`src/rtl/ez8_loader.sv`:
```
// Byte-stream boot/debug controller for ez8_cpu: parses LOAD/HALT/RUN packets from a host
// byte source, writes instruction words and sequences the CPU pause/reset inputs.
module ez8_loader #(
  parameter int unsigned TIMEOUT    = 1024,
  parameter int unsigned RST_CYCLES = 4
) (
  input  logic        clk,
  input  logic        reset,
  input  logic [7:0]  rx_data,
  input  logic        rx_valid,
  output logic        rx_ready,
  output logic        cpu_pause,
  output logic        cpu_reset,
  output logic [11:0] instr_writeaddr,
  output logic [15:0] instr_writedata,
  output logic        instr_write_en,
  output logic        busy,
  output logic        error
);

  localparam int unsigned TW = $clog2(TIMEOUT + 1);
  localparam int unsigned RW = (RST_CYCLES > 1) ? $clog2(RST_CYCLES) : 1;

  typedef enum logic [2:0] {
    StIdle, StAHi, StALo, StCHi, StCLo, StDHi, StDLo, StRst
  } state_e;

  state_e        state_q, state_d;
  logic          ready_q;
  logic          pause_q, pause_d;
  logic          creset_q, creset_d;
  logic [11:0]   addr_q, addr_d;
  logic [11:0]   cnt_q, cnt_d;
  logic [7:0]    hi_q, hi_d;
  logic [11:0]   waddr_q, waddr_d;
  logic [15:0]   wdata_q, wdata_d;
  logic          wen_q, wen_d;
  logic          err_q, err_d;
  logic [TW-1:0] tmo_q, tmo_d;
  logic [RW-1:0] rcnt_q, rcnt_d;
  logic          accept;
  logic          in_packet;

  assign rx_ready        = ready_q && (state_q != StRst);
  assign accept          = rx_valid && rx_ready;
  assign in_packet       = (state_q != StIdle) && (state_q != StRst);
  assign cpu_pause       = pause_q;
  assign cpu_reset       = creset_q;
  assign instr_writeaddr = waddr_q;
  assign instr_writedata = wdata_q;
  assign instr_write_en  = wen_q;
  assign busy            = (state_q != StIdle);
  assign error           = err_q;

  always_ff @(posedge clk or posedge reset) begin
    if (reset) begin
      state_q  <= StIdle;
      ready_q  <= 1'b0;
      pause_q  <= 1'b1;
      creset_q <= 1'b1;
      addr_q   <= '0;
      cnt_q    <= '0;
      hi_q     <= '0;
      waddr_q  <= '0;
      wdata_q  <= '0;
      wen_q    <= 1'b0;
      err_q    <= 1'b0;
      tmo_q    <= '0;
      rcnt_q   <= '0;
    end else begin
      state_q  <= state_d;
      ready_q  <= 1'b1;
      pause_q  <= pause_d;
      creset_q <= creset_d;
      addr_q   <= addr_d;
      cnt_q    <= cnt_d;
      hi_q     <= hi_d;
      waddr_q  <= waddr_d;
      wdata_q  <= wdata_d;
      wen_q    <= wen_d;
      err_q    <= err_d;
      tmo_q    <= tmo_d;
      rcnt_q   <= rcnt_d;
    end
  end

  always_comb begin
    state_d  = state_q;
    pause_d  = pause_q;
    creset_d = creset_q;
    addr_d   = addr_q;
    cnt_d    = cnt_q;
    hi_d     = hi_q;
    waddr_d  = waddr_q;
    wdata_d  = wdata_q;
    wen_d    = 1'b0;
    err_d    = err_q;
    tmo_d    = '0;
    rcnt_d   = rcnt_q;

    unique case (state_q)
      StIdle: begin
        if (accept) begin
          unique case (rx_data)
            8'h4C: begin
              state_d = StAHi;
              pause_d = 1'b1;
              err_d   = 1'b0;
            end
            8'h48: begin
              pause_d = 1'b1;
              err_d   = 1'b0;
            end
            8'h52: begin
              state_d  = StRst;
              pause_d  = 1'b1;
              creset_d = 1'b1;
              rcnt_d   = '0;
              err_d    = 1'b0;
            end
            default: err_d = 1'b1;
          endcase
        end
      end
      StAHi: if (accept) begin
        addr_d[11:8] = rx_data[3:0];
        state_d      = StALo;
      end
      StALo: if (accept) begin
        addr_d[7:0] = rx_data;
        state_d     = StCHi;
      end
      StCHi: if (accept) begin
        cnt_d[11:8] = rx_data[3:0];
        state_d     = StCLo;
      end
      StCLo: if (accept) begin
        cnt_d[7:0] = rx_data;
        state_d    = ({cnt_q[11:8], rx_data} == 12'd0) ? StIdle : StDHi;
      end
      StDHi: if (accept) begin
        hi_d    = rx_data;
        state_d = StDLo;
      end
      StDLo: if (accept) begin
        wen_d   = 1'b1;
        wdata_d = {hi_q, rx_data};
        waddr_d = addr_q;
        addr_d  = addr_q + 12'd1;
        cnt_d   = cnt_q - 12'd1;
        state_d = (cnt_q == 12'd1) ? StIdle : StDHi;
      end
      StRst: begin
        // cpu_reset and cpu_pause drop together as the block leaves StRst
        if (rcnt_q == RW'(RST_CYCLES - 1)) begin
          state_d  = StIdle;
          creset_d = 1'b0;
          pause_d  = 1'b0;
        end else begin
          rcnt_d = rcnt_q + RW'(1);
        end
      end
      default: state_d = StIdle;
    endcase

    // Inter-byte watchdog; already-written words are left in place on abort
    if (in_packet && !accept) begin
      if (tmo_q == TW'(TIMEOUT - 1)) begin
        state_d = StIdle;
        err_d   = 1'b1;
      end else begin
        tmo_d = tmo_q + TW'(1);
      end
    end
  end

endmodule

```
`config.mk`:
```
export PLATFORM = sky130hd
export DESIGN_NAME = ez8_loader
export DESIGN_NICKNAME = d
export VERILOG_FILES = /design/src/rtl/ez8_loader.sv
export SDC_FILE = /design/constraint.sdc
export NUM_CORES = 1
export LEC_CHECK = 0
export ABC_AREA = 1
export BUFFER_PORTS_ARGS = -buffer_cell sky130_fd_sc_hd__buf_4
export CAP_MARGIN = 0
export CORE_ASPECT_RATIO = 0.75
export CORE_MARGIN = 1
export CORE_UTILIZATION = 40
export DETAILED_ROUTE_END_ITERATION = 16
export GPL_ROUTABILITY_DRIVEN = 0
export PLACE_DENSITY = 0.69
export SLEW_MARGIN = 20
export SYNTH_ARGS = -nofsm -noshare
export SYNTH_HDL_FRONTEND = slang
export SYNTH_SLANG_ARGS = --single-unit
```
`constraint.sdc`:
```
create_clock -name clk -period 7.5 [get_ports clk]
set_input_delay 1.5 -clock clk [delete_from_list [all_inputs] [get_ports clk]]
set_output_delay 1.5 -clock clk [all_outputs]
set_load 0.02 [all_outputs]
```
# After elaboration in Yosys (flattened, before gate mapping)
# Index checks and enable logic that the tools add are counted.
dict set report totals {
  in_bits 11
  reg_bits 81
  output_inout_bits 34
}
dict set report classes {
  addsub 4
  n_reduce_logical 23
  mux 42
  n_eq_ne 24
}
# operator count
set ops {}
lappend ops {{$mux 3} 12}
lappend ops {{$pmux 8 s2} 2}
lappend ops {{$eq 8x7->1 const B} 3}
lappend ops {{$mux 12} 2}
lappend ops {{$pmux 3 s8} 1}
lappend ops {{$mux 11} 2}
lappend ops {{$ne 2x2->1 const B} 9}
lappend ops {{$pmux 4 s2} 2}
lappend ops {{$add 12x1->12 const B} 1}
lappend ops {{$eq 12x1->1 const B} 1}
lappend ops {{$eq 3x3->1 const B} 4}
lappend ops {{$logic_not 12->1} 1}
lappend ops {{$mux 1} 12}
lappend ops {{$reduce_and 3->1} 4}
lappend ops {{$reduce_and 4->1} 3}
lappend ops {{$sub 12x1->12 const B} 1}
lappend ops {{$add 11x1->11 const B} 1}
lappend ops {{$eq 11x10->1 const B} 1}
lappend ops {{$reduce_bool 2->1} 5}
lappend ops {{$mux 8} 1}
lappend ops {{$eq 3x2->1 const B} 2}
lappend ops {{$mux 2} 3}
lappend ops {{$pmux 3 s2} 1}
lappend ops {{$logic_and 1x1->1} 4}
lappend ops {{13 further kinds} 15}

# Longest topological paths before layout
# Gate-level depths: netlist (run 1).
dict set report depth {
  depth_word 7
  depth_mapped 10
  ltp_nobuf 10
}

# Least setup slack after synthesis (run 1)
# OpenSTA, ideal clock, no wires.
dict set report synth_timing {
  path_kind {in2reg}
  startpoint {in rx_data[2]}
  endpoint {reg rcnt_q[0]}
  arrival_time_ns 2.366
  path_buffers 0
  t_required_ns 7.381
  stages 7
  slack_ns 5.016
  cell_sequence {nor2_1 > nand3_1 > nor3_1 > nand2_1 > nand2_1 > o21ai_0 > o21a_1}
}
dict set report synth_via {
  elab_chain_cells 3
}
# element line_no
set synth_rtl {}
lappend synth_rtl {{from (decl)} 9} ;# input logic [7:0] rx_data,
lappend synth_rtl {{$eq 8x7->1} 104} ;# unique case (rx_data)
lappend synth_rtl {{$ne 2x1->1 (no source line)} n/a}
lappend synth_rtl {{$reduce_and 4->1 (no source line)} n/a}
lappend synth_rtl {{to (signal assigned)} 83} ;# rcnt_q <= rcnt_d;
lappend synth_rtl {{to (decl)} 40} ;# logic [RW-1:0] rcnt_q, rcnt_d;
# Every way passes these cells.
# A chain may end at the register's enable or synchronous reset.

# Final worst setup path (run 1)
dict set report layout_timing {
  startpoint {reg state_q[0]}
  endpoint {out rx_ready}
}
dict set report layout_via {
  elab_chain_cells 2
}
# element line_no
set layout_rtl {}
lappend layout_rtl {{from (decl)} 28} ;# state_e state_q, state_d;
lappend layout_rtl {{from (signal assigned)} 57} ;# state_q <= StIdle;
lappend layout_rtl {{from (signal assigned)} 71} ;# state_q <= state_d;
lappend layout_rtl {{$ne 3x3->1} 44} ;# assign rx_ready = ready_q && (state_q != StRst);
lappend layout_rtl {{$logic_and 1x1->1} 44}
lappend layout_rtl {{to (decl)} 11} ;# output logic rx_ready,
# Every way passes these cells.

==> impl_metrics.ini, run 1 <==
[layout]
syn2layout_area_growth_pct = 17.9
utilization_pct = 49.4
antenna_cells = 0
layout.nets = 579
regArea_um2 = 2030
multi_input_area_um2 = 1690
drive_above_1_share_pct = 14.8
fillers = 961

[power]
p_leak_nw = 2.38
p_per_area_nw_per_um2 = 361
ir_drop_mv = 0.123

[clocking]
h-tree-depth = 3
cts_setup_buffers = 0
clk_pin_slew_ns = 0.06
clock_sinks = 81
root_buffer = clkbuf_16
clock_path_buffers = 2
worstSkewPairLatency_ns = 0.34
hold_buffers = 0
cts_tree = built
cts_resized = 0
cts_buffers = 9

[placement]
portBuffers = 44
dpl.hpwl_um = 6760

[timing]
hold_viol = 0
rsz0062_at_grt = no
fin_crit_sh_pct = 40.1
min_period_ns = 3.01
clock.fmax_mhz = 332
skew_ns = 0.00607
whs_ns = 0.485
slew_violations = 0
setup_tns_ns = 0
final-setup-viol-count = 0
worst_slew_pin_slew_ns = 0.722
slew_headroom_pct = 51.6

[logic_synthesis]
synth_edf_count = 0
yosysSeqAreaShare_pct = 49.4
avgSynthCellArea_um2 = 7.92
syn_nets = 535
synthFlopType = dfrtp_1
yosysWarnings = 0
yosysUniqueCellTypes = 39
syn_inst = 519
async_reset_ff_share_pct = 100
syn_area_um2 = 4110
ys_ff_latch = 81

[drt]
routed_wirelength_um = 9320
num_vias = 3560
drc = 0
drt_iter0_drc = 259
wl_per_cell_um = 13.3
ant_nets = 0
via_per_inst = 5.09
first_pass_iters = 5

[global_routing]
grt_max_degree = 82
grt_remaining_overflow = 0
grt_util_all_layers_pct = 18.6
grt_pass1_wl_um = 15800
antenna_found_initial = 0
grt_pass1_vias = 3265

[floorplanning]
rows = 31
die_w_um = 119
start_util_pct = 41.9
die_y_um = 89.8
core_um2 = 9810
dieArea_um2 = 10700
ios = 45

[setup_path]
critPathLaunchType = flop
cp_top_family = flip-flops
critical_path_arrival_ns = 1.51
path_max_fanout = 9
path_cells = nand3_2, nand2_1, inv_1, buf_4
required_ns = 6.00
path_class = reg2out
path_buf_inv = 2
slowest_delay_ns = 0.60
end_kind = output pin
cp_slowest_cell = dfrtp_1

[min_path]
hp-class = reg2reg

[job]
maxCapViolations = 0

[outcome]
status = finished, final reports clean
[cells by family after synthesis]
| family | after synthesis | synth area share [%] |
|---|---|---|
| compound gates | 106 | 13.5 |
| xor+xnor | 5 | 1.07 |
| fa+ha+maj | 5 | 1.52 |
| buf+inv | 93 | 9.59 |
| flops | 81 | 49.4 |
| other cells | 1 | 0.0912 |
| simple gates | 228 | 24.9 |
[sequential cells by signal (all words and copies together) (netlist names)]
register,cells
hi_q,8
cpu_pause,1
cnt_q,12
instr_writedata,16
state_q,3
cpu_reset,1
addr_q,12
error,1
instr_writeaddr,12
rcnt_q,2
tmo_q,11
ready_q,1
instr_write_en,1
[report_power, final]
part           internal, mW  switching, mW  total (mW)  leakage (nW)
clock                 0.271          0.180       0.451         0.151
combinational         0.221          0.373       0.594          1.22
sequential            0.591          0.114       0.705          1.01
total                  1.08          0.667        1.75          2.38
[cell usage in the layout, fill, tap and decap left out, types with 9 or more instances in the layout]
master / n
dfrtp_1: 79
inv_1: 75
a21oi_1: 23
nand2_1: 118
nor3_1: 10
o21ai_0: 69
clkbuf_16: 9
nor2_1: 53
nand3_1: 25
buf_4: 44
[cells in the mapped netlist (3+ instances only)]
master   count  area [µm²]
dfrtp_1     79        1980
nand2_2      3        18.8
ha_1         5        62.6
nor3_4       3        48.8
nor2_1      53         199
inv_2        4        15.0
inv_1       76         285
a21oi_1     23         115
xor2_1       3        26.3
nand4_1      5        31.3
o21ai_0     69         345
buf_2        5        25.0
nand3_2      3        30.0
nand3_1     25         125
nand2_1    118         443
a31oi_1      3        18.8
nor3_1      10        50.1
o21ai_1      3        15.0
buf_6        3        33.8
[cell type report]
cell class / count / area share [%]
Timing Repair Buffer: 45 / 7.05
Clock inverter: 6 / 1.55
Clock buffer: 10 / 4.93
Tap cell: 132 / 3.41
Multi-Input combinational cell: 345 / 34.8
Inverter: 81 / 6.35
Sequential cell: 81 / 41.9
[tightest hold or removal path, delay by kind of cell, from the launching register on]
| family | cells | cell delay, ns |
|---|---|---|
| simple gates | 1 | 0.05 |
| flops | 1 | 0.34 |
| compound gates | 1 | 0.06 |
[metal layers]
layer / wire length, µm / share of wire, % / up-vias / track usage [%]
li1: - / - / 1761 / -
met1: 4470 / 48 / 1653 / 26.7
met2: 4090 / 44 / 129 / 26.4
met3: 565 / 6.1 / 17 / 4.06
met4: 196 / 2.1 / 0 / 8.97
met5: 0 / 0 / - / 0
[worst paths after layout]
check	start	to	slack [ns]	cells past startpoint
max in group asynchronous	reset	instr_writedata[13]	5.66	3
min reg2reg	instr_writeaddr[2]	instr_writeaddr[2]	0.49	2
max reg2reg	state_q[0]	addr_q[10]	4.99	8
max	state_q[0]	rx_ready	4.49	4
min	instr_writeaddr[2]	instr_writeaddr[2]	0.49	2
min in group asynchronous	reset	instr_writedata[11]	1.34	3
[through the flow]
stage / cells / total power [mW] / setup slack (ns) / cell area, µm²
final: 700 / 1.75 / 4.49 / 4840
after global routing: 700 / 1.88 / 4.40 / 4840
after CTS: 700 / 1.77 / 4.48 / 4840
after detailed placement: 684 / 1.30 / 4.62 / 4530
after global placement: 684 / 1.28 / 4.66 / 4530
after floorplan: 519 / 1.09 / 3.92 / 4110
Note: power is estimated with default switching activity, not from simulation.
==> run 2, diff against run 1 <==
Settings changed: PLACE_DENSITY 0.69 to 0.71.
Clock period 7.5 ns to 2.7 ns, I/O delays scaled along.
==> impl_metrics.ini, run 2 (synthesized netlist as in run 1, its figures left out) <==
[layout]
syn2layout_area_growth_pct = 18.1
stdcell_count = 700
fin_area_um2 = 4850
utilization_pct = 49.5
largest_reg_flops = 16
final_common_cell = nand2_1
drive_above_1_share_pct = 14.6
antenna_cells = 0
layout_common_cells = 118 x nand2_1, 79 x dfrtp_1, 75 x inv_1, 69 x o21ai_0, 53 x nor2_1
layout.nets = 580

[timing]
slew_headroom_pct = 50.6
skew_ns = 0.0106
clock.fmax_mhz = 461
final-setup-viol-count = 0
fin_crit_sh_pct = 80.4
rsz0062_at_grt = no
worst_slew_pin_slew_ns = 0.737
slew_violations = 0
setup_tns_ns = 0
hold_viol = 0
min_period_ns = 2.17

[floorplanning]
rows = 31
die_y_um = 89.8
core_um2 = 9810
ios = 45
dieArea_um2 = 10700
start_util_pct = 41.9
die_w_um = 119

[clocking]
cts_setup_buffers = 0
cts_tree = built
hold_buffers = 0
h-tree-depth = 3
root_buffer = clkbuf_16
cts_buffers = 9
clk_pin_slew_ns = 0.06
worstSkewPairLatency_ns = 0.35
cts_resized = 0
clock_path_buffers = 2
clock_sinks = 81

[setup_path]
path_max_fanout = 41
required_ns = 2.91
path_class = reg2reg
critical_path_arrival_ns = 2.38
end_kind = flop
path_cells = inv_1, nand3_2, inv_2, nand2_4, buf_4, nand2_1, o21ai_0
slowest_delay_ns = 0.52
cp_slowest_cell = dfrtp_1
critPathLaunchType = flop

[drt]
drc = 0
drt_iter0_drc = 281
via_per_inst = 5.03
wl_per_cell_um = 12.9
routed_wirelength_um = 9050
ant_nets = 0
num_vias = 3519
first_pass_iters = 5

[placement]
portBuffers = 44
dp.cells = 685
dpl_cell_area_um2 = 4550
dpl.hpwl_um = 6650

[global_routing]
grt_util_all_layers_pct = 18.2
antenna_found_initial = 0
grt_pass1_wl_um = 15300
grt_remaining_overflow = 0
grt_max_degree = 46
grt_pass1_vias = 3254

[min_path]
hp-class = in2async

[power]
ir_drop_mv = 0.410
finalPower_mw = 4.88
p_per_area_nw_per_um2 = 1010
p_leak_nw = 2.39

[job]
maxCapViolations = 0

[outcome]
status = finished, final reports clean
-- run 2: cell types whose count changed in the layout (fill, tap and decap cells not counted), sizes merged --
cell	previous run	this run
inv	82	81
clkinvlp	1	0
bufinv	1	2
buf	45	46
-- run 2: per-stage QoR --
stage                     hold WS, ns  setup slack, ns
after detailed placement        0.472            0.553
final                           0.247            0.530
after global routing            0.313            0.306
after CTS                       0.285            0.554
after global placement          0.462            0.649
after floorplan                 0.442           0.0832
-- run 2: worst paths after layout --
| path | startpoint | endpoint | slack, ns | cells past startpoint |
|---|---|---|---|---|
| setup / recovery | state_q[0] | instr_writedata[12] | 0.53 | 7 |
| hold / removal | reset | instr_writedata[10] | 0.25 | 2 |
| setup reg to reg | state_q[0] | instr_writedata[12] | 0.53 | 7 |
| hold reg to reg | cpu_pause | cpu_pause | 0.48 | 2 |
| max in group asynchronous | reset | cnt_q[8] | 1.81 | 3 |
| min in group clk | rx_data[0] | hi_q[0] | 0.42 | 3 |
-- run 2: critical path: cells and delay by family, from the launching register on --
kind | cells | cell delay, ns
flops | 1 | 0.52
buf+inv | 3 | 0.88
compound gates | 1 | 0.08
simple gates | 3 | 0.54
-- run 2: layout make-up --
type,instances,area [µm²]
fillers,951,4960
flip-flops and latches,81,2030
inverters,81,308
clock inverters,5,78.8
multi-input cells,345,1690
well taps,132,165
clock buffers,10,229
repair buffers,46,358
-- run 2: report_power, final --
part / internal, mW / switching [mW]
combinational: 0.615 / 1.03
sequential: 1.64 / 0.313
clock: 0.804 / 0.482
-- run 2: routing by layer --
metal | global-route usage (%) | vias to the layer above | wire length, µm
met5 | 0 | - | 0
met4 | 5.59 | 0 | 112
met3 | 6.28 | 14 | 588
met2 | 26.2 | 110 | 3920
met1 | 25.5 | 1641 | 4430
li1 | - | 1754 | -
